[src/rtl/instr_prefetch.sv]
// instr_prefetch: owns the PC, fetches from the ROM and queues words for decode.
// Optional INSTR_PREFETCH_BYPASS_EN: the ROM word goes straight out when the queue is empty.
module instr_prefetch #(
    parameter int DEPTH = 4,
    parameter int AW    = 3,
    parameter int DW    = 32,
    parameter int CW    = 3
) (
    input  logic          CLK,
    input  logic          RST_N,
    output logic [AW-1:0] rom_addr,
    input  logic [DW-1:0] rom_data,
    input  logic          redirect_valid,
    input  logic [AW-1:0] redirect_pc,
    output logic          out_valid,
    input  logic          out_ready,
    output logic [DW-1:0] out_instr,
    output logic [AW-1:0] out_pc,
    output logic [CW-1:0] count
);

    localparam int PW = $clog2(DEPTH);

    logic [AW-1:0] pc;
    logic [AW-1:0] mem_pc    [DEPTH];
    logic [DW-1:0] mem_instr [DEPTH];
    logic [PW-1:0] rd_ptr;
    logic [PW-1:0] wr_ptr;

    logic empty;
    logic full;
    logic byp;
    logic byp_take;
    logic deq;
    logic fifo_deq;
    logic enq;

    assign rom_addr = pc;
    assign empty    = (count == '0);
    assign full     = (count == CW'(DEPTH));

`ifdef INSTR_PREFETCH_BYPASS_EN
    assign byp = empty & ~redirect_valid;
`else
    assign byp = 1'b0;
`endif

    // Bypassed words go to the consumer without touching the queue.
    assign deq      = out_valid & out_ready;
    assign byp_take = byp & out_ready;
    assign fifo_deq = deq & ~byp_take;
    assign enq      = ~redirect_valid & ~byp_take & (~full | deq);

    // Head entry from storage, or the live ROM word when bypassing.
    always_comb begin
        out_valid = 1'b0;
        out_instr = '0;
        out_pc    = '0;
        if (!empty) begin
            out_valid = 1'b1;
            out_instr = mem_instr[rd_ptr];
            out_pc    = mem_pc[rd_ptr];
        end else if (byp) begin
            out_valid = 1'b1;
            out_instr = rom_data;
            out_pc    = pc;
        end
    end

    // PC, pointers and occupancy; redirect flushes and overrides everything else.
    always_ff @(posedge CLK) begin
        if (!RST_N) begin
            pc     <= '0;
            rd_ptr <= '0;
            wr_ptr <= '0;
            count  <= '0;
        end else if (redirect_valid) begin
            pc     <= redirect_pc;
            rd_ptr <= '0;
            wr_ptr <= '0;
            count  <= '0;
        end else begin
            if (enq || byp_take) pc <= pc + AW'(1);
            if (enq) wr_ptr <= wr_ptr + PW'(1);
            if (fifo_deq) rd_ptr <= rd_ptr + PW'(1);
            if (enq && !fifo_deq) count <= count + CW'(1);
            else if (!enq && fifo_deq) count <= count - CW'(1);
        end
    end

    // Queue storage; contents are meaningless outside the valid window.
    always_ff @(posedge CLK) begin
        if (enq) begin
            mem_pc[wr_ptr]    <= pc;
            mem_instr[wr_ptr] <= rom_data;
        end
    end

endmodule

[config.mk]
export PLATFORM = sky130hd
export DESIGN_NAME = instr_prefetch
export DESIGN_NICKNAME = d
export VERILOG_FILES = /design/src/rtl/instr_prefetch.sv
export SDC_FILE = /design/constraint.sdc
export NUM_CORES = 1
export LEC_CHECK = 0
export CAP_MARGIN = 0
export CORE_MARGIN = 8
export CORE_UTILIZATION = 30
export CTS_BUF_LIST = sky130_fd_sc_hd__clkbuf_4 sky130_fd_sc_hd__clkbuf_8
export DETAILED_ROUTE_END_ITERATION = 10
export GPL_TIMING_DRIVEN = 0
export PLACE_DENSITY = 0.49
export SYNTH_ARGS = -nofsm -noshare
export SYNTH_HDL_FRONTEND = slang
export SYNTH_SLANG_ARGS = --single-unit
[constraint.sdc]
create_clock -name CLK -period 2.3 [get_ports CLK]
set_input_delay 0.46 -clock CLK [delete_from_list [all_inputs] [get_ports CLK]]
set_output_delay 0.46 -clock CLK [all_outputs]
set_load 0.02 [all_outputs]
# Word-level counts from Yosys, hierarchy flattened
# Memory sizes are Yosys's and may differ from the RTL's. A register that Yosys moved wholly into a read port is not among the register bits.
# Cells that the tools add are included.
[word_totals]
ff_bits = 10
ram_bits = 140
inputBits = 39
word_cells = 39
memories = 2
[op_classes]
n_addsub = 5
n_eq_ne = 1
mux = 13
bitwise_logic = 6
reduce_logical = 8
[mem_list]
columns = ["memory", "words", "width", "read_ports", "rd_ports_with_merged_regs", "wr", "line_no", "source"]
rows = [
  ["mem_instr", 4, 32, 1, 1, 1, "26", "logic [DW-1:0] mem_instr [DEPTH];"],
  ["mem_pc", 4, 3, 1, 1, 1, "25", "logic [AW-1:0] mem_pc [DEPTH];"],
]
[op_table]
columns = ["cell", "n"]
rows = [
  ["32-bit 2-to-1 mux", 1],
  ["3-bit 2-to-1 mux", 5],
  ["2-bit 2-to-1 mux", 4],
  ["3-bit by 1-bit adder with 3-bit output, second input constant", 2],
  ["2-bit by 1-bit adder with 2-bit output, second input constant", 2],
  ["2-bit nonzero test", 2],
  ["3-bit == test, second input constant", 1],
  ["3-bit zero test", 1],
  ["1-bit 2-to-1 mux", 3],
  ["1-bit inverter", 3],
  ["3-bit by 1-bit subtractor with 3-bit output, second input constant", 1],
  ["1-bit AND", 2],
  ["1-bit logical AND", 2],
  ["1-bit zero test", 2],
  ["2-bit OR reduction", 1],
  ["1-bit OR", 1],
]

# Logic depth before layout (Yosys ltp)
[logic_depth]
ltp_word = 9
ltp_mapped = 8
depth_no_buf = 8

# Least setup slack after synthesis
# Ideal clock, no wire load.
[synth_path]
path_type = "register to register"
startpoint = "reg count[0]"
endpoint = "mem mem_instr[0][0], enable pin"
arrival_time_ps = 1798
t_required_ps = 1905
setup_slack_ps = 107
path_stages_with_launch = 4
cell_sequence = "dfxtp_1 -> nor4b_4 -> nor2_1 -> and2_1"
[synth_between]
elab_chain_cells = 7
[synth_rtl]
columns = ["item", "line_no", "source"]
rows = [
  ["from (decl)", "19", "output logic [CW-1:0] count"],
  ["from (signal assigned)", "86", "if (enq && !fifo_deq) count <= count + CW'(1);"],
  ["from (signal assigned)", "87", "else if (!enq && fifo_deq) count <= count - CW'(1);"],
  ["3-bit zero test", "39", "assign empty = (count == '0);"],
  ["1-bit 2-to-1 mux", "59", "if (!empty) begin"],
  ["1-bit AND", "49", "assign deq = out_valid & out_ready;"],
  ["1-bit OR (*)", "52", "assign enq = ~redirect_valid & ~byp_take & (~full | deq);"],
  ["1-bit AND (*)", "52", ""],
  ["net enq", "36", "logic enq;"],
  ["1-bit 2-to-1 mux (*)", "93", "if (enq) begin"],
  ["1-bit 2-to-1 mux (not written as such) (*)", "95", "mem_instr[wr_ptr] <= rom_data;"],
  ["to (decl)", "26", ""],
]
# Mark *: on every way through the listed nets, which the timed path passes. The rest lies on a longest branch.

==> results.yml <==
cts:
  root_buffer: "clkbuf_8"
  clock_latency_ns: 0.43
  cts_tree: "built"
  clk_pin_slew_ns: 0.07
  clockBufferDepth: 2
  cts.sinks: 152
  htreeDepth: 4
  cts_buffers: 17
yosys:
  yosysUniqueCellTypes: 27
  netlist.top_cell.by_area: "edfxtp_1"
  synth-xor-area-share: 0.00593
  postSynthCellCount: 286
  synth_top_family_by_area: "multiplexers"
  avgSynthCellArea_um2: 20.6
  ys_top_cells_by_area: "edfxtp_1 71%, mux4_2 13%, dfxtp_1 4.1%"
  yosysSeqAreaShare: 0.753
  yosysTopAreaCellShare: 0.712
  synth_fp_nets: 332
  ys_warn_count: 0
  mappedNetlistArea_um2: 5900
  synthSimpleGateAreaFrac: 0.0596
  synth_mux_area_frac: 0.139
  ys_ff_latch: 152
  synth_fa_ha_area_frac: 0.0161
  synth_compound_area_frac: 0.00911
grt:
  grt_pass1_vias: 3276
  grt_overflow: 0
  grt_pass1_wl_um: 18900
  antenna_found_initial: 0
  track_usage: 0.106
  grt_max_degree: 24
timing:
  timing.final.crit_share: 1.02
  rsz0062_at_grt: "yes"
  slew_headroom: 0.651
  finalWorstSetupSlack_ns: -0.0397
  fin_skew_ns: 0.00801
  finalHoldViolCount: 0
  post-route-min-period_ns: 2.34
  setup_viol: 19
  fmax_ghz: 0.427
  maxSlewViolCount: 0
  worst_slew_pin_slew_ns: 0.524
routing:
  viasPerCell: 4.31
  drt_iter0_markers: 103
  final_antenna_net_count: 0
  drc: 0
  detail_route.wl_per_cell_um: 18.0
  drt_pass1_iterations: 4
  drt_wl_total_um: 12200
  vias: 2924
worst_hold_path:
  min_from: "rd_ptr[1]"
  whs_path_depth: 2
  whs_endpoint: "rd_ptr[1]"
  hold_class: "reg2reg"
place:
  hpwl_um: 7660
  io_buffers: 80
  gp_congestion: 0.665
  pre_cts_ws_ns: -0.474
final_layout:
  diodes: 0
  syn_to_final_growth_pct: 34.1
  drive_gt1_frac: 0.379
  nNetsFinal: 447
floorplan:
  dieHeight_um: 156
  die_x_um: 156
  core-area_um2: 19400
  start_util: 0.304
  die-area_um2: 24400
  boundaryPins: 81
  rows: 51
critical_path:
  startpoint_type: "flip-flop"
  cp.required_ns: 1.84
  end_kind: "primary output"
  timing.rr.end: "count[2]"
  crit_type: "reg2out"
  arrival_ns: 1.88
  r2r-start: "count[2]"
  r2r_slack_ns: 0.14
  reg2reg_depth: 7
  critPathMaxFanout: 6
status:
  violations: "negative setup slack"
  outcome: "finished with violations"
power:
  finalPower_w: 0.00637
  p_leak_nw: 2.67
  powerDensity_nw_per_um2: 805
  peakVddDrop_mv: 0.345
flow_run:
  drv_cap: 0
## cell usage after synthesis, drive strengths merged
master,count
nand2,2
or3,3
edfxtp,140
a21oi,3
clkbuf,3
or4b,1
nor2,7
nand3,2
ha,6
dfxtp,12
nand4,1
nor3,1
mux4,35
buf,9
nor2b,35
and2,4
o31ai,1
nor4b,1
fa,1
a31oi,1
xnor2,1
xor2,3
inv,6
o21ai,5
mux2i,3
## kinds of logic after synthesis
group / Yosys count
compound gates: 10
xor+xnor: 4
fa+ha+maj: 7
buf+inv: 18
flops: 152
mux: 38
simple gates: 57
## layout by cell type, fill, tap and decap left out, types with 3 or more instances in the layout
master | synthesis | routed
buf_4 | 0 | 16
mux4_2 | 35 | 35
edfxtp_1 | 140 | 140
or3_1 | 3 | 3
buf_6 | 4 | 26
clkbuf_4 | 0 | 3
clkbuf_8 | 0 | 17
buf_2 | 5 | 7
dfxtp_1 | 12 | 9
o21ai_0 | 5 | 5
nor2b_4 | 0 | 18
a21oi_1 | 3 | 3
nor2_1 | 7 | 6
inv_1 | 6 | 6
mux2i_1 | 3 | 3
ha_1 | 6 | 6
bufinv_16 | 0 | 5
xor2_1 | 3 | 3
buf_12 | 0 | 10
and2_2 | 0 | 4
nor2b_1 | 35 | 16
clkdlybuf4s50_1 | 0 | 44
## worst max path at each step
stage          startpoint          endpoint  cells past startpoint  slack (ns)
2_1_floorplan    count[0]   mem_instr[0][0]                      3        0.11
4_1_cts         flip-flop     out_instr[13]                      6       -0.17
3_5_place_dp    out_ready          count[2]                      9       -0.47
6_report        flip-flop         out_pc[2]                      6       -0.04
5_1_grt          count[0]         out_valid                      5       -0.12
3_3_place_gp    out_ready  mem_instr[2][21]                      4       -1.21
## per-layer routing
metal	wire length, um	track usage	vias up
met4	183	0.0412	0
met5	0	0	-
met3	591	0.0336	13
met2	6380	0.182	61
met1	5070	0.120	1486
li1	-	-	1364
## registers in the layout (all words and copies together), names as in the netlist, named ones only
register and cells:
mem_pc 12, wr_ptr 2, mem_instr 128, rd_ptr 2, count 3, rom_addr 3
## metrics by stage
stage	hold WS [ns]	area (um^2)	cells	TNS [ns]	util
6_report	0.504	7920	679	-0.246	0.408
5_1_grt	0.539	7920	679	-3.07	0.408
4_1_cts	0.498	7870	681	-4.65	0.406
3_5_place_dp	0.485	7120	635	-40.36	0.367
3_3_place_gp	0.472	7040	631	-176.62	0.363
2_1_floorplan	0.459	5900	286	0	-
## critical path: stages, from the launching register on
cell	delay (ns)
dfxtp_4	0.38
buf_12	0.13
buf_4	0.11
buf_6	0.08
mux4_2	0.48
nor2b_4	0.14
buf_6	0.12
## report_power, final
part,total [W],switching (W),internal [W]
Clock,0.00226,0.000947,0.00131
Combinational,0.000947,0.000474,0.000473
Sequential,0.00317,0.0000417,0.00313
## layout make-up
cell class	instances	area, um^2
Inverter	6	22.5
Tap cell	265	332
Multi-Input combinational cell	116	1510
Clock inverter	13	200
Timing Repair Buffer	97	1020
Fill cell	1813	11500
Sequential cell	152	4450
Buffer	11	136
Clock buffer	19	249
## repair_timing
item                       4_1_cts  5_1_grt
pin swaps                        0        2
setup endpoints to repair       36       38
gates cloned                     4        0
resized for setup              222       41
setup buffers                   10        3
hold buffers                     0        0
No activity file was read; power rests on OpenSTA's default activity.
